$ cat config.mk
export PLATFORM = sky130hd
export DESIGN_NAME = framebuffer_scanout_flat
export DESIGN_NICKNAME = d
export VERILOG_FILES = /design/src/rtl/vga_timing_pkg.sv /design/src/rtl/framebuffer_scanout_if.sv /design/src/rtl/vga_timing_gen.sv /design/src/rtl/framebuffer_scanout.sv /design/src/flat_wrapper.sv
export SDC_FILE = /design/constraint.sdc
export NUM_CORES = 1
export LEC_CHECK = 0
export ABC_AREA = 1
export CAP_MARGIN = 10
export CORE_MARGIN = 1
export CORE_UTILIZATION = 61
export DETAILED_ROUTE_END_ITERATION = 10
export PLACE_DENSITY = 0.89
export SLEW_MARGIN = 20
export SYNTH_ARGS = -nofsm -noshare
export SYNTH_HDL_FRONTEND = slang
export SYNTH_SLANG_ARGS = --single-unit
export TNS_END_PERCENT = 20
$ cat constraint.sdc
create_clock -name clk -period 4.3 [get_ports clk]
set_input_delay 0.43 -clock clk [delete_from_list [all_inputs] [get_ports clk]]
set_output_delay 0.43 -clock clk [all_outputs]
set_load 0.1 [all_outputs]
$ cat src/rtl/vga_timing_pkg.sv
`default_nettype none
// ============================================================================
// Module      : vga_timing_pkg
// Description : Shared VGA 640x480@60 timing constants, framebuffer address
//               map widths and the per-pixel flag bundle that travels with a
//               read request. Used by both the scanout and the line-drawing
//               core so both ends agree on addr = y*640 + x.
// Revision    : 1.0 - initial release
// ============================================================================
package vga_timing_pkg;

    localparam int DEF_H_ACTIVE = 640;
    localparam int DEF_H_FP     = 16;
    localparam int DEF_H_SYNC   = 96;
    localparam int DEF_H_BP     = 48;
    localparam int DEF_V_ACTIVE = 480;
    localparam int DEF_V_FP     = 10;
    localparam int DEF_V_SYNC   = 2;
    localparam int DEF_V_BP     = 33;

    localparam int DEF_H_TOTAL  = DEF_H_ACTIVE + DEF_H_FP + DEF_H_SYNC + DEF_H_BP;
    localparam int DEF_V_TOTAL  = DEF_V_ACTIVE + DEF_V_FP + DEF_V_SYNC + DEF_V_BP;

    localparam int FB_ADDR_W    = 19;
    localparam int CNT_W        = 10;

    typedef logic [CNT_W-1:0]     cnt_t;
    typedef logic [FB_ADDR_W-1:0] fb_addr_t;

    // Per-pixel attributes that must stay aligned with the pixel's read data.
    // Syncs are carried in their active-low pin polarity.
    typedef struct packed {
        logic active;
        logic hsync;
        logic vsync;
        logic origin;
    } vid_flags_t;

    localparam vid_flags_t FLAGS_IDLE = '{active: 1'b0, hsync: 1'b1, vsync: 1'b1, origin: 1'b0};

endpackage : vga_timing_pkg
`default_nettype wire

$ cat src/rtl/framebuffer_scanout_if.sv
`default_nettype none
// ============================================================================
// Module      : framebuffer_scanout_if
// Description : Framebuffer read port. One read per cycle, no handshake;
//               data returns a fixed number of cycles after the strobe.
//   fb_rd_en   : read strobe (master -> RAM)
//   fb_rd_addr : row-major pixel address (master -> RAM)
//   fb_rd_data : pixel bit (RAM -> master)
// Revision    : 1.0 - initial release
// ============================================================================
interface framebuffer_scanout_if;
    import vga_timing_pkg::*;

    logic     fb_rd_en;
    fb_addr_t fb_rd_addr;
    logic     fb_rd_data;

    modport master (output fb_rd_en, output fb_rd_addr, input fb_rd_data);
    modport slave  (input fb_rd_en, input fb_rd_addr, output fb_rd_data);

endinterface : framebuffer_scanout_if
`default_nettype wire

$ cat src/rtl/vga_timing_gen.sv
`default_nettype none
// ============================================================================
// Module      : vga_timing_gen
// Description : Horizontal/vertical raster counters and the per-pixel flags
//               derived from them.
//   clk, rst   : pixel clock, synchronous active-high reset
//   flags      : active / hsync / vsync / origin for the current counter state
//   frame_last : high on the final cycle of the frame
// Revision    : 1.0 - initial release
// ============================================================================
module vga_timing_gen
    import vga_timing_pkg::*;
#(
    parameter int H_ACTIVE = DEF_H_ACTIVE,
    parameter int H_FP     = DEF_H_FP,
    parameter int H_SYNC   = DEF_H_SYNC,
    parameter int H_BP     = DEF_H_BP,
    parameter int V_ACTIVE = DEF_V_ACTIVE,
    parameter int V_FP     = DEF_V_FP,
    parameter int V_SYNC   = DEF_V_SYNC,
    parameter int V_BP     = DEF_V_BP
) (
    input  wire logic clk,
    input  wire logic rst,
    output vid_flags_t flags,
    output logic       frame_last
);

    localparam int H_TOTAL = H_ACTIVE + H_FP + H_SYNC + H_BP;
    localparam int V_TOTAL = V_ACTIVE + V_FP + V_SYNC + V_BP;

    localparam cnt_t C_H_LAST     = cnt_t'(H_TOTAL - 1);
    localparam cnt_t C_V_LAST     = cnt_t'(V_TOTAL - 1);
    localparam cnt_t C_H_ACT      = cnt_t'(H_ACTIVE);
    localparam cnt_t C_V_ACT      = cnt_t'(V_ACTIVE);
    localparam cnt_t C_HS_START   = cnt_t'(H_ACTIVE + H_FP);
    localparam cnt_t C_HS_END     = cnt_t'(H_ACTIVE + H_FP + H_SYNC);
    localparam cnt_t C_VS_START   = cnt_t'(V_ACTIVE + V_FP);
    localparam cnt_t C_VS_END     = cnt_t'(V_ACTIVE + V_FP + V_SYNC);

    cnt_t h_cnt;
    cnt_t v_cnt;
    logic h_last;
    logic v_last;

    assign h_last     = (h_cnt == C_H_LAST);
    assign v_last     = (v_cnt == C_V_LAST);
    assign frame_last = h_last && v_last;

    always_ff @(posedge clk) begin
        if (rst) begin
            h_cnt <= '0;
            v_cnt <= '0;
        end else if (h_last) begin
            h_cnt <= '0;
            v_cnt <= v_last ? '0 : v_cnt + 1'b1;
        end else begin
            h_cnt <= h_cnt + 1'b1;
        end
    end

    always_comb begin
        flags        = FLAGS_IDLE;
        flags.active = (h_cnt < C_H_ACT) && (v_cnt < C_V_ACT);
        flags.hsync  = !((h_cnt >= C_HS_START) && (h_cnt < C_HS_END));
        flags.vsync  = !((v_cnt >= C_VS_START) && (v_cnt < C_VS_END));
        flags.origin = (h_cnt == '0) && (v_cnt == '0);
    end

endmodule : vga_timing_gen
`default_nettype wire

$ cat src/rtl/framebuffer_scanout.sv
`default_nettype none
// ============================================================================
// Module      : framebuffer_scanout
// Description : Reads the 1-bit framebuffer in raster order and drives VGA
//               sync, data enable and pixel, all aligned to the same cycle.
//   clk, rst    : pixel clock, synchronous active-high reset
//   fb          : framebuffer read port (master side)
//   hsync/vsync : active-low syncs
//   de          : data enable (active pixel)
//   pixel_out   : pixel bit, forced 0 outside the active region
//   frame_start : one-cycle pulse with pixel (0,0) on the outputs
// Revision    : 1.0 - initial release
// ============================================================================
module framebuffer_scanout
    import vga_timing_pkg::*;
#(
    parameter int H_ACTIVE   = DEF_H_ACTIVE,
    parameter int H_FP       = DEF_H_FP,
    parameter int H_SYNC     = DEF_H_SYNC,
    parameter int H_BP       = DEF_H_BP,
    parameter int V_ACTIVE   = DEF_V_ACTIVE,
    parameter int V_FP       = DEF_V_FP,
    parameter int V_SYNC     = DEF_V_SYNC,
    parameter int V_BP       = DEF_V_BP,
    // Read latency of the RAM, legal range 1..4
    parameter int RD_LATENCY = 2
) (
    input  wire logic clk,
    input  wire logic rst,
    framebuffer_scanout_if.master fb,
    output logic hsync,
    output logic vsync,
    output logic de,
    output logic pixel_out,
    output logic frame_start
);

    vid_flags_t flags;
    logic       frame_last;
    fb_addr_t   addr_cnt;

    // dly[0] is registered together with the read strobe; dly[RD_LATENCY]
    // is therefore valid in the same cycle as that read's fb_rd_data.
    vid_flags_t [RD_LATENCY:0] dly;

    vga_timing_gen #(
        .H_ACTIVE (H_ACTIVE),
        .H_FP     (H_FP),
        .H_SYNC   (H_SYNC),
        .H_BP     (H_BP),
        .V_ACTIVE (V_ACTIVE),
        .V_FP     (V_FP),
        .V_SYNC   (V_SYNC),
        .V_BP     (V_BP)
    ) u_timing (
        .clk        (clk),
        .rst        (rst),
        .flags      (flags),
        .frame_last (frame_last)
    );

    // Row-major address advanced by one per active pixel; blanking keeps it
    // still, so each line naturally continues at y*H_ACTIVE. It is cleared on
    // the final frame cycle rather than by wrapping, so it never exceeds
    // H_ACTIVE*V_ACTIVE.
    always_ff @(posedge clk) begin
        if (rst || frame_last) begin
            addr_cnt <= '0;
        end else if (flags.active) begin
            addr_cnt <= addr_cnt + 1'b1;
        end
    end

    always_ff @(posedge clk) begin
        if (rst) begin
            fb.fb_rd_en   <= 1'b0;
            fb.fb_rd_addr <= '0;
        end else begin
            fb.fb_rd_en   <= flags.active;
            fb.fb_rd_addr <= addr_cnt;
        end
    end

    // Flushing to idle on reset drops any reads still in flight: their
    // returning data meets de=0 and is masked off.
    always_ff @(posedge clk) begin
        if (rst) begin
            dly <= {(RD_LATENCY+1){FLAGS_IDLE}};
        end else begin
            dly <= {dly[RD_LATENCY-1:0], flags};
        end
    end

    always_ff @(posedge clk) begin
        if (rst) begin
            hsync       <= 1'b1;
            vsync       <= 1'b1;
            de          <= 1'b0;
            pixel_out   <= 1'b0;
            frame_start <= 1'b0;
        end else begin
            hsync       <= dly[RD_LATENCY].hsync;
            vsync       <= dly[RD_LATENCY].vsync;
            de          <= dly[RD_LATENCY].active;
            pixel_out   <= fb.fb_rd_data & dly[RD_LATENCY].active;
            frame_start <= dly[RD_LATENCY].origin;
        end
    end

endmodule : framebuffer_scanout
`default_nettype wire

$ cat src/flat_wrapper.sv
// flat-port wrapper written by rule: the top's interface ports become plain ports
module framebuffer_scanout_flat import vga_timing_pkg::*;
#(
    parameter int H_ACTIVE   = DEF_H_ACTIVE,
    parameter int H_FP       = DEF_H_FP,
    parameter int H_SYNC     = DEF_H_SYNC,
    parameter int H_BP       = DEF_H_BP,
    parameter int V_ACTIVE   = DEF_V_ACTIVE,
    parameter int V_FP       = DEF_V_FP,
    parameter int V_SYNC     = DEF_V_SYNC,
    parameter int V_BP       = DEF_V_BP,
                                                
    parameter int RD_LATENCY = 2
)
  (clk, rst, hsync, vsync, de, pixel_out, frame_start, fb_fb_rd_en, fb_fb_rd_addr, fb_fb_rd_data);
  framebuffer_scanout_if fb_i ();
  input  wire logic clk;
  input  wire logic rst;
  output logic hsync;
  output logic vsync;
  output logic de;
  output logic pixel_out;
  output logic frame_start;
  output wire logic [$bits(fb_i.fb_rd_en)-1:0] fb_fb_rd_en;
  output wire logic [$bits(fb_i.fb_rd_addr)-1:0] fb_fb_rd_addr;
  input wire logic [$bits(fb_i.fb_rd_data)-1:0] fb_fb_rd_data;
  assign fb_fb_rd_en = fb_i.fb_rd_en;
  assign fb_fb_rd_addr = fb_i.fb_rd_addr;
  assign fb_i.fb_rd_data = fb_fb_rd_data;
  framebuffer_scanout #(.H_ACTIVE(H_ACTIVE), .H_FP(H_FP), .H_SYNC(H_SYNC), .H_BP(H_BP), .V_ACTIVE(V_ACTIVE), .V_FP(V_FP), .V_SYNC(V_SYNC), .V_BP(V_BP), .RD_LATENCY(RD_LATENCY)) u_core (.clk(clk), .rst(rst), .fb(fb_i), .hsync(hsync), .vsync(vsync), .de(de), .pixel_out(pixel_out), .frame_start(frame_start));
endmodule
Yosys cells after proc, flatten, opt, wreduce, memory -nomap -nowiden
Index checks and enable logic that the tools add are counted.

cells by class
  add/sub/neg operators = 3
  muxes and demuxes = 1
  bitwise logic cells = 1
  eq/ne operators = 2
  magnitude comparators = 6
  reductions and logical operators = 11

operators with widths
  cell                   number
  $add 10x1->10 const B  2
  $eq 10x10->1 const B   2
  $logic_not 10->1       2
  $lt 10x10->1 const B   2
  $lt 10x9->1 const B    2
  $add 19x1->19 const B  1
  $ge 10x10->1 const B   1
  $ge 10x9->1 const B    1
  $mux 10                1
  $logic_and 1x1->1      5
  $logic_not 1->1        2
  $reduce_or 2->1        1
  $and 1x1->1            1
  $logic_or 1x1->1       1

word-level totals
  output and inout bits = 25
  register bits = 75
  word-level logic and storage cells = 45
  bits of input ports = 3

Depth between registers and ports, before layout
  depth in word-level cells = 3
  gate-level depth with buffers = 11
  gate-level depth less buffers = 10

Cells and area by module
Synthesis repeated with hierarchy kept, for this count alone.

second synthesis, totals
  cells, all modules = 416
  area total of the unflattened synthesis = 3,072.9 um2

by module, submodules not included
  module               seq. area each (um2)  area an instance (um2)  instances  cells each
  framebuffer_scanout  1,101.1               1,954.4                 1          244
  vga_timing_gen       400.4                 1,118.6                 1          172

Worst setup path before layout
No wires, ideal clock.

  path kind = reg2reg
  from = reg u_core.u_timing.h_cnt[0]
  to = reg u_core.u_timing.v_cnt[5]
  period minus slack after synthesis = 1.393 ns
  path slack = 2.907 ns
  buffers on the path = 1
  setup time = 0.115 ns
  data required time = 4.185 ns
  cell stages (with the launch flop) = 12
  arrival = 1.278 ns
  cells stage by stage = dfxtp_1 ha_1 nand2_2 nor2_4 nand2_4 clkinv_2 nand2_4 nand2_4 nand2_4 buf_6 nand2_1 nor2_1

on the way
  cells in the longest elaborated chain, start to end = 1

ends and longest elaborated chain
  item                    line                  source
  from (decl)             vga_timing_gen.sv:41  cnt_t h_cnt;
  from (signal assigned)  vga_timing_gen.sv:58  h_cnt <= h_cnt + 1'b1;
  $eq 10x10->1            vga_timing_gen.sv:46  assign h_last = (h_cnt == C_H_LAST);
  to (signal assigned)    vga_timing_gen.sv:56  v_cnt <= v_last ? '0 : v_cnt + 1'b1;
  to (decl)               vga_timing_gen.sv:42  cnt_t v_cnt;

No other way between the ends.
A chain may end at the register's enable or synchronous reset.

Worst setup path in the final report
  from = reg u_core.fb.fb_rd_addr[18]
  to = out fb_fb_rd_addr[18]

RTL lines
  item                    line                          source
  from (decl)             framebuffer_scanout_if.sv:18  modport master (output fb_rd_en, output fb_rd_addr, input fb_rd_data);
  from (signal assigned)  framebuffer_scanout.sv:80     fb.fb_rd_addr <= addr_cnt;
  to (decl)               flat_wrapper.sv:25            output wire logic [$bits(fb_i.fb_rd_addr)-1:0] fb_fb_rd_addr;

No word-level cell between the ends.

==> reports/metrics.cfg <==
[hold_path]
hold_path_class=register to register
min_from=u_core.dly[8]$_SDFF_PP0_

[layout]
drive_gt1_share_pct=10.3
instances_no_fill=565
nNetsFinal=498
area_growth_pct=16.4
antennaDiodeCount=0

[yosys]
yosys_warnings=0
yosys.area_share.simple_pct=37.8
synth_compound_area_share_pct=2.87
synth-xor-area-share_pct=0.529
syn-cell-area_um2=3310
syn_inst=461
synth_top_family_by_area=simple AND/OR/NAND/NOR gates
ys_seq_area_share_pct=45.4
synth_area_per_cell_um2=7.18
yosys_register_bits=75
synth-edff-count=0
synthMuxAreaShare_pct=0
synthFlopType=dfxtp_1
synthDistinctLibCells=30
synth_nets=469
synth_adder_area_share_pct=1.89
synthArstFlopShare_pct=0

[placed_design]
port_buffers=27
dp_slack_ns=1.93
placed_cells=549
hpwl_um=4540
place_congestion=0.896

[worst_setup_path]
cp.required_ns=3.87
startpoint=u_core.fb.fb_rd_addr[18]$_SDFF_PP0_
path_max_fanout=1
start_kind=register
cp_num_buf_inv=1
cp_slowest_cell=clkdlybuf4s50_1
cp-end-kind=output port
r2r_start=u_core.u_timing.h_cnt[0]$_SDFF_PP0_
path_cells=clkdlybuf4s50_1
cp_top_family=buffers and inverters
critPathKind=register to output port
worstPathArrival_ns=1.82
cpPeakStageDelay_ns=1.13

[timing]
drv_slew=0
worst_slew_pin_slew_ns=0.979
fin_crit_ns=2.25
setup_slack_ns=2.05
worst_clock_skew_ns=0.0124
setup_viol=0
tns_ns=0
finalCritPeriodShare_pct=52.4
hold_viol_final=0
holdWs_ns=0.404
max_freq_mhz=444
rsz0062_at_grt=false
slew_headroom_pct=34.6

[pwr]
power_density_nw_per_um2=408
p_leak_nw=1.77
irDropWorstVdd_mv=0.263
power_mw=1.57

[clock_tree]
cts-root-buf=clkbuf_8
clkLatencyLatePin_ns=0.35
cts_tree=yes
clock-sinks=75
cts_hold_buf=0
htree_levels=3
cts_buffers=9
cts_resized=0
cts.clk_slew.worst_paths_ns=0.08
postCtsSetupBuffers=0
clockBufferDepth=2

[routing]
route.vias.total=2902
drc_errors=0
wl_per_cell_um=12.0
viasPerCell=5.14
drt-pass1-iter-count=5
drtAntennaViolNets=0
drt-total-wl_um=6780
drtIter0Drc=206

[grt]
track_usage_pct=26.8
gr-total-overflow=0
grt_antenna_before_repair=0
grt_max_degree=25
grt_pass1_vias=2626
grt_pass1_wl_um=11400

[floorplan]
coreArea_um2=5170
io_pins=28
die_area_um2=5720
fp.dieW_um=75.7
initial_utilization_pct=64.0
fp-row-count=26
die_h_um=75.7

[run_status]
status=finished clean

[run]
drv_cap=0

-- layout by cell type (no fill, tap or decap), types with 3 or more instances in the layout --
cell             instances
nand3_1                 37
nand2_1                 98
nand3_2                  3
a21oi_1                 10
ha_1                     5
nor2_4                   5
nor2_2                   3
bufinv_16                3
clkdlybuf4s50_1         27
nand2_4                  5
nand2_2                  4
o21ai_0                  4
clkbuf_8                10
inv_1                   78
nand3b_1                 3
dfxtp_1                 75
or2_2                    6
nor2_1                  87
nand4_1                 10
inv_2                    3
nor3_1                   3
-- layout make-up --
cell class	instances	area [µm²]
multi-input cells	294	1430
fillers	359	1320
clock inverters	6	111
well taps	70	87.6
flip-flops and latches	75	1500
inverters	82	309
clock buffers	10	138
repair buffers	28	278
-- power by group --
| group | total (mW) | switching, mW | internal, mW |
|---|---|---|---|
| clock network | 0.661 | 0.259 | 0.402 |
| logic | 0.164 | 0.120 | 0.0443 |
| registers | 0.746 | 0.0241 | 0.722 |
| total | 1.57 | 0.403 | 1.17 |
-- cell usage after synthesis, types with 2 or more instances --
library cell  count  area share, %
nor2_2            3           0.57
o21ai_2           2           0.53
ha_1              5            1.9
nand2_1          98             11
nor3_1            3           0.45
dfxtp_1          75             45
nand4_1          10            1.9
xor2_1            2           0.53
clkbuf_1          5           0.57
nand2_4           5            1.7
buf_6             4            1.4
a21oi_1          10            1.5
nor2_4            5            1.7
nor2_1           87            9.9
inv_2             3           0.34
inv_1            78            8.8
nand3_2           3           0.91
nor3_2            2           0.60
nand2_2           4           0.76
nand3b_1          3           0.68
nand3_1          37            5.6
o21ai_0           4           0.60
or2_2             6            1.1
-- path summary, 6_finish.rpt --
check                               endpoint  slack [ns]  depth (start not counted)
min            u_core.frame_start$_SDFF_PP0_        0.40                          2
max reg2reg  u_core.addr_cnt[1]$_SDFFE_PP0P_        2.61                         10
min reg2reg    u_core.frame_start$_SDFF_PP0_        0.40                          2
max                        fb_fb_rd_addr[18]        2.05                          1
-- registers in the layout, indices dropped and copies added, names as in the netlist --
name                   cells
u_core.u_timing.v_cnt     10
u_core.vsync               1
u_core.u_timing.h_cnt     10
u_core.fb.fb_rd_addr      19
u_core.addr_cnt           19
u_core.hsync               1
u_core.pixel_out           1
u_core.de                  1
u_core.frame_start         1
u_core.dly                12
-- stage by stage --
step                area, µm²  utilization, %
global placement         3600            69.7
global route             3850            74.5
finish                   3850            74.5
detailed placement       3600            69.7
floorplan                3310               -
CTS                      3850            74.5
-- routing by layer --
layer / part of all wire, % / up-vias / track usage, %
met3: 5.4 / 17 / 7.41
met5: 0 / - / 0
met1: 44 / 1317 / 32.9
met2: 49 / 107 / 44.4
met4: 2.4 / 0 / 11.3
li1: - / 1461 / -
-- cells by family (layout without fill, tap and decap cells) --
logic type | after synthesis | count (layout)
buffers and inverters | 92 | 126
xor gates and xnor gates | 2 | 2
and+or+nand+nor | 270 | 270
DFF | 75 | 75
AOI/OAI and AO/OA | 17 | 17
adders and majority gates | 5 | 5
No activity file was read; power rests on OpenSTA's default activity.
